===== src/rtl/video_window_framer_pkg.sv =====
// Shared defaults, FSM state encoding and output address layout for the video window framer.
package video_window_framer_pkg;

    localparam int unsigned DefHStart  = 140;
    localparam int unsigned DefHActive = 702;
    localparam int unsigned DefVStart  = 22;
    localparam int unsigned DefVActive = 288;

    localparam int unsigned ColW  = 10;
    localparam int unsigned RowW  = 9;
    localparam int unsigned SkipW = 10;
    localparam int unsigned AddrW = 20;

    // Address layout: row [19:11], field [10], col [9:0].
    localparam int unsigned AddrRowLsb   = 11;
    localparam int unsigned AddrFieldBit = 10;
    localparam int unsigned AddrColLsb   = 0;

    typedef enum logic [2:0] {
        StIdle,
        StVBlank,
        StHBlank,
        StActive,
        StLineEnd
    } state_e;

    function automatic logic [AddrW-1:0] pack_addr(
        input logic [RowW-1:0] row,
        input logic            fld,
        input logic [ColW-1:0] col
    );
        logic [AddrW-1:0] a;
        a = '0;
        a[AddrRowLsb +: RowW] = row;
        a[AddrFieldBit]       = fld;
        a[AddrColLsb +: ColW] = col;
        return a;
    endfunction

endpackage


===== src/rtl/video_window_framer.sv =====
// Extracts the active window from a decoded video stream and tags every active pixel
// with a {row, field, col} address; all outputs are registered one cycle after the input.
module video_window_framer
    import video_window_framer_pkg::*;
#(
    parameter int unsigned H_START  = DefHStart,
    parameter int unsigned H_ACTIVE = DefHActive,
    parameter int unsigned V_START  = DefVStart,
    parameter int unsigned V_ACTIVE = DefVActive
) (
    input  logic             clk,
    input  logic             reset,
    input  logic             pix_valid,
    input  logic [7:0]       pix_data,
    input  logic             hsync,
    input  logic             vsync,
    input  logic             field,
    output logic             video_frame_valid,
    output logic             video_line_valid,
    output logic             video_data_valid,
    output logic [7:0]       video_data,
    output logic [AddrW-1:0] video_address,
    output logic             line_err,
    output logic             frame_err
);

    localparam logic [SkipW-1:0] HStartLast  = SkipW'(H_START - 1);
    localparam logic [SkipW-1:0] VStartLast  = SkipW'(V_START - 1);
    localparam logic [ColW-1:0]  HActiveLast = ColW'(H_ACTIVE - 1);
    localparam logic [RowW-1:0]  VActiveLast = RowW'(V_ACTIVE - 1);

    state_e            state_q, state_d;
    logic [ColW-1:0]   col_q, col_d;
    logic [RowW-1:0]   row_q, row_d;
    logic [SkipW-1:0]  hskip_q, hskip_d;
    logic [SkipW-1:0]  vskip_q, vskip_d;
    logic              field_q, field_d;
    logic              frame_valid_q, frame_valid_d;
    logic              line_valid_q, line_valid_d;
    logic              data_valid_q, data_valid_d;
    logic [7:0]        data_q, data_d;
    logic [AddrW-1:0]  addr_q, addr_d;
    logic              line_err_q, line_err_d;
    logic              frame_err_q, frame_err_d;
    logic              end_line;

    always_comb begin
        state_d       = state_q;
        col_d         = col_q;
        row_d         = row_q;
        hskip_d       = hskip_q;
        vskip_d       = vskip_q;
        field_d       = field_q;
        frame_valid_d = frame_valid_q;
        line_valid_d  = line_valid_q;
        data_valid_d  = 1'b0;
        data_d        = data_q;
        addr_d        = addr_q;
        line_err_d    = 1'b0;
        frame_err_d   = 1'b0;
        end_line      = 1'b0;

        if (vsync) begin
            // vsync wins over everything; a field still being output is truncated.
            state_d       = StVBlank;
            row_d         = '0;
            col_d         = '0;
            hskip_d       = '0;
            vskip_d       = '0;
            field_d       = field;
            frame_err_d   = frame_valid_q;
            frame_valid_d = 1'b0;
            line_valid_d  = 1'b0;
        end else begin
            unique case (state_q)
                StIdle: begin
                end
                StVBlank: begin
                    if (hsync) begin
                        if (vskip_q == VStartLast) begin
                            state_d = StHBlank;
                            row_d   = '0;
                            hskip_d = '0;
                            vskip_d = '0;
                        end else begin
                            vskip_d = vskip_q + SkipW'(1);
                        end
                    end
                end
                StHBlank: begin
                    if (hsync) begin
                        line_err_d = 1'b1;
                        end_line   = 1'b1;
                    end else if (pix_valid) begin
                        if (hskip_q == HStartLast) begin
                            state_d       = StActive;
                            col_d         = '0;
                            hskip_d       = '0;
                            line_valid_d  = 1'b1;
                            frame_valid_d = 1'b1;
                        end else begin
                            hskip_d = hskip_q + SkipW'(1);
                        end
                    end
                end
                StActive: begin
                    if (hsync) begin
                        line_err_d = 1'b1;
                        end_line   = 1'b1;
                    end else if (pix_valid) begin
                        data_valid_d = 1'b1;
                        data_d       = pix_data;
                        addr_d       = pack_addr(row_q, field_q, col_q);
                        if (col_q == HActiveLast) begin
                            state_d = StLineEnd;
                        end else begin
                            col_d = col_q + ColW'(1);
                        end
                    end
                end
                StLineEnd: begin
                    if (hsync) begin
                        end_line = 1'b1;
                    end
                end
                default: state_d = StIdle;
            endcase

            // Line termination, normal or short: the last row closes the field.
            if (end_line) begin
                line_valid_d = 1'b0;
                col_d        = '0;
                hskip_d      = '0;
                if (row_q == VActiveLast) begin
                    state_d       = StIdle;
                    frame_valid_d = 1'b0;
                end else begin
                    state_d = StHBlank;
                    row_d   = row_q + RowW'(1);
                end
            end
        end
    end

    always_ff @(posedge clk or negedge reset) begin
        if (!reset) begin
            state_q       <= StIdle;
            col_q         <= '0;
            row_q         <= '0;
            hskip_q       <= '0;
            vskip_q       <= '0;
            field_q       <= 1'b0;
            frame_valid_q <= 1'b0;
            line_valid_q  <= 1'b0;
            data_valid_q  <= 1'b0;
            data_q        <= '0;
            addr_q        <= '0;
            line_err_q    <= 1'b0;
            frame_err_q   <= 1'b0;
        end else begin
            state_q       <= state_d;
            col_q         <= col_d;
            row_q         <= row_d;
            hskip_q       <= hskip_d;
            vskip_q       <= vskip_d;
            field_q       <= field_d;
            frame_valid_q <= frame_valid_d;
            line_valid_q  <= line_valid_d;
            data_valid_q  <= data_valid_d;
            data_q        <= data_d;
            addr_q        <= addr_d;
            line_err_q    <= line_err_d;
            frame_err_q   <= frame_err_d;
        end
    end

    assign video_frame_valid = frame_valid_q;
    assign video_line_valid  = line_valid_q;
    assign video_data_valid  = data_valid_q;
    assign video_data        = data_q;
    assign video_address     = addr_q;
    assign line_err          = line_err_q;
    assign frame_err         = frame_err_q;

endmodule


===== config.mk =====
export PLATFORM = sky130hd
export DESIGN_NAME = video_window_framer
export DESIGN_NICKNAME = d
export VERILOG_FILES = /design/src/rtl/video_window_framer_pkg.sv /design/src/rtl/video_window_framer.sv
export SDC_FILE = /design/constraint.sdc
export NUM_CORES = 1
export LEC_CHECK = 0
export CORE_AREA = 2 2 84 167
export DETAILED_ROUTE_END_ITERATION = 7
export DIE_AREA = 0 0 86 169
export HOLD_SLACK_MARGIN = 0.15
export MAX_ROUTING_LAYER = met4
export PLACE_DENSITY = 0.6
export SETUP_SLACK_MARGIN = 0.4
export SLEW_MARGIN = 40
export SYNTH_ARGS = -nofsm -noshare
export SYNTH_HDL_FRONTEND = slang
export SYNTH_SLANG_ARGS = --single-unit
export TNS_END_PERCENT = 50

===== constraint.sdc =====
create_clock -name clk -period 1.9 [get_ports clk]
set_input_delay 0.57 -clock clk [delete_from_list [all_inputs] [get_ports clk]]
set_output_delay 0.57 -clock clk [all_outputs]
set_load 0.02 [all_outputs]

==> out/metrics.yaml <==
outcome: "complete, but fails checks"
violations: "setup timing"
yosys.cell_types.count: 64
timing.critical_path.mode_cell: "sky130_fd_sc_hd__buf_6"
worst_path_dominant_cell_family: "compound AO/OA/AOI/OAI gates"
final_replace_weighted_congestion: 0.896
overall_global_routing_usage_pct: 15.5
route.detailed.wl_per_inst_um: 16.2
worst-r2r-setup-slack_ps: -40
timing.setup.critical_path_class: "flip-flop to flip-flop"
die_w_um: 86
core_mm2: 0.0133
clock-skew-final_ps: 9.81
hold_path.class: "primary input to async pin"
hold_ws_ps: 167
ir_drop_mv: 0.548
cts_made_buffers: 9
worst-path-max-fanout: 7
cap_violations: 0
slew_headroom_pct: 70.5
report.final.setup_viol: 7
power.leakage_uw: 0.00288
placed_cells_incl_taps: 636
dp_slack_ps: -577
cellPowerDensity_mw_per_mm2: 932
layout_min_cycle_time_ps: 1940
detail_route.vias_per_cell: 5.13
floorplan.die.height_um: 169
worstSkewPairLatency_ps: 340
maxSlewViolCount: 0
crit_path_end_kind: "flip-flop"
cts_hold_buffers: 0
placedInstanceArea_mm2: 0.00522
ioPinCount: 47
synthesis.yosys.warnings: 0
n_antenna_cell: 0
postLayoutSetupSlackWorst_ps: -42.6
num-fill-cells: 1188
cts.clk_slew.worst_paths_ps: 60
design_area_mm2: 0.00617
layout_commonest_cell: "sky130_fd_sc_hd__buf_4"
finalNetCount: 536
syn2layout_area_growth_pct: 57.4
tightest_slew_ps: 431
final_min_period_over_clock_period_pct: 102
grt_start_max_net_pins: 30
arrival_ps: 2170
wirelength_um: 11000
synth-seq-area-share_pct: 48.5
detailedRoute.firstIterationViolations: 132
num_rows: 60
cp.buffers_inverters: 3
ordered_cell_list_for_the_critical_path: "buf_6 -> and2b_1 -> o21a_2 -> o32ai_4 -> buf_4 -> buf_6 -> nor3_4 -> mux2i_1"
ys_dominant_reg_cell: "sky130_fd_sc_hd__dfrtp_1"
synth_area_per_cell_um2: 10.7
clk_root_buffer_cell: "sky130_fd_sc_hd__clkbuf_16"
route.vias.total: 3470
grt_pass1_vias: 3500
grt_first_pass_wirelength_um: 17400
timing.final.hold_violations: 0
postSynthCellCount: 365
required_ps: 2120
fmax_mhz: 515
cts.sink_count: 76
critical-path-max-stage-delay_ps: 410
clockBufferDepth: 2
drtPass1Iterations: 4
critical_path_slowest_stage_cell: "sky130_fd_sc_hd__dfrtp_1"
antenna_found_initial: 0
starting_density_of_the_core_pct: 29.5
post-dp-hpwl_um: 6900
async_sr_flop_fraction_pct: 100
stdcell_count: 676
count_of_flip_flops_with_a_built_in_enable_after_synthesis: 0
fp.dieArea_mm2: 0.0145
commonest_cells_after_routing_fill_and_taps_aside: "80 x sky130_fd_sc_hd__buf_4, 75 x sky130_fd_sc_hd__dfrtp_1, 32 x sky130_fd_sc_hd__buf_2"
synth-seq-cells: 76
cts_max_level: 3
grt_setup_unrepaired: "true"
synth.cell_area_mm2: 0.00392
cts_tree: "built"
fraction_of_layout_cells_with_a_size_suffix_above_1_pct: 49.7
setup.worst_path.start_class: "flip-flop"
synth_fp_nets: 385
buffer_ports.inserted: 46
antenna_violating_nets_left: 0
number_of_remaining_drc_errors: 0
grt_overflow_total: 0
cell type report:
cell class | count | area [um2] | share of cell area, %
Tap cell | 155 | 194 | 3.14
Multi-Input combinational cell | 262 | 2410 | 39.1
Inverter | 11 | 41.3 | 0.669
Timing Repair Buffer | 156 | 1320 | 21.4
Clock inverter | 4 | 47.5 | 0.771
Sequential cell | 76 | 1900 | 30.8
Clock buffer | 12 | 256 | 4.16
worst register-to-register path, delay by kind of cell, from the launching register on:
family                 cells  cell delay, ps
buffers and inverters      3             450
muxes                      1             110
AOI/OAI and AO/OA          2             640
DFF                        1             410
and+or+nand+nor            2             210
flip-flops by register name (all words and copies together) (netlist names), 3 cells and up:
signal	cells
video_address	20
col_q	10
hskip_q	10
vskip_q	10
row_q	9
video_data	8
state_q	3
report_power, final:
| group | switching (uW) | total [uW] | internal [uW] | leakage (uW) |
|---|---|---|---|---|
| logic | 1030 | 2140 | 1100 | 0.00169 |
| registers | 92.7 | 1860 | 1760 | 0.00104 |
| clock network | 669 | 1750 | 1080 | 0.000149 |
| total | 1800 | 5750 | 3950 | 0.00288 |
Yosys cell counts, drive strengths merged (2+ instances only):
cell type / count / area [um2]
nor4: 5 / 37.5
nor2: 24 / 90.1
nand3b: 6 / 45.0
o221a: 2 / 22.5
nand3: 12 / 60.1
nor3: 10 / 50.1
a21boi: 4 / 30.0
and4: 2 / 17.5
a31oi: 2 / 18.8
and3: 12 / 75.1
a211oi: 4 / 30.0
nand2: 24 / 90.1
nand4: 7 / 43.8
dfrtp: 76 / 1900
o21bai: 2 / 15.0
o211ai: 3 / 27.5
a21o: 2 / 15.0
and2: 4 / 25.0
ha: 6 / 75.1
a2111oi: 2 / 17.5
or4: 5 / 37.5
o22ai: 5 / 31.3
o2bb2ai: 4 / 35.0
o31ai: 4 / 30.0
nor3b: 3 / 27.5
a21oi: 12 / 60.1
buf: 11 / 60.1
mux2: 28 / 315
o21ai: 14 / 77.6
nand2b: 13 / 81.3
clkbuf: 5 / 18.8
xor2: 6 / 52.6
o221ai: 4 / 35.0
inv: 11 / 41.3
nor4b: 3 / 47.5
o21a: 2 / 16.3
mux2i: 8 / 80.1
worst paths after layout:
path | from | end | depth (start not counted)
max in group asynchronous | reset | vskip_q[4] | 2
hold reg to reg | video_address[18] | video_address[18] | 2
setup reg to reg | state_q[1] | col_q[6] | 8
setup / recovery | state_q[1] | col_q[6] | 8
min in group clk | video_address[18] | video_address[18] | 2
hold / removal | reset | video_data[0] | 1
per-stage QoR:
step | utilization [%] | total power, uW | setup TNS, ps
3_5_place_dp | 39.3 | 3530 | -35920
3_3_place_gp | 39.3 | 3510 | -33360
4_1_cts | 44.5 | 5600 | -56.9
5_1_grt | 46.4 | 6010 | -1650
2_1_floorplan | - | 2760 | -77.0
6_report | 46.4 | 5750 | -231
cell families (layout without fill, tap and decap cells):
group                    Yosys count  in the layout  synth area share [%]
AND/OR/NAND/NOR                  140            140                  21.0
flip-flops                        76             76                  48.5
AO/OA/AOI/OAI                     74             74                  14.1
multiplexers                      36             36                  10.1
buffers and inverters             27            183                  3.06
adder cells (fa/ha/maj)            6              6                  1.92
XOR/XNOR                           6              6                  1.34
metal layers:
| layer | routed length, um | track usage (%) | part of all wire (%) | up-vias |
|---|---|---|---|---|
| li1 | - | - | - | 1661 |
| met1 | 4870 | 19.9 | 44 | 1689 |
| met2 | 5420 | 24.2 | 49 | 101 |
| met3 | 441 | 2.44 | 4.0 | 19 |
| met4 | 248 | 6.21 | 2.3 | 0 |
| met5 | 0 | - | 0 | - |
timing repair:
item                       CTS  global route
resized for setup          242            37
cloned                       3             1
setup buffers               11             9
setup endpoints to repair  107            74
pin swaps                   31            22
No activity file was read; power rests on OpenSTA's default activity.
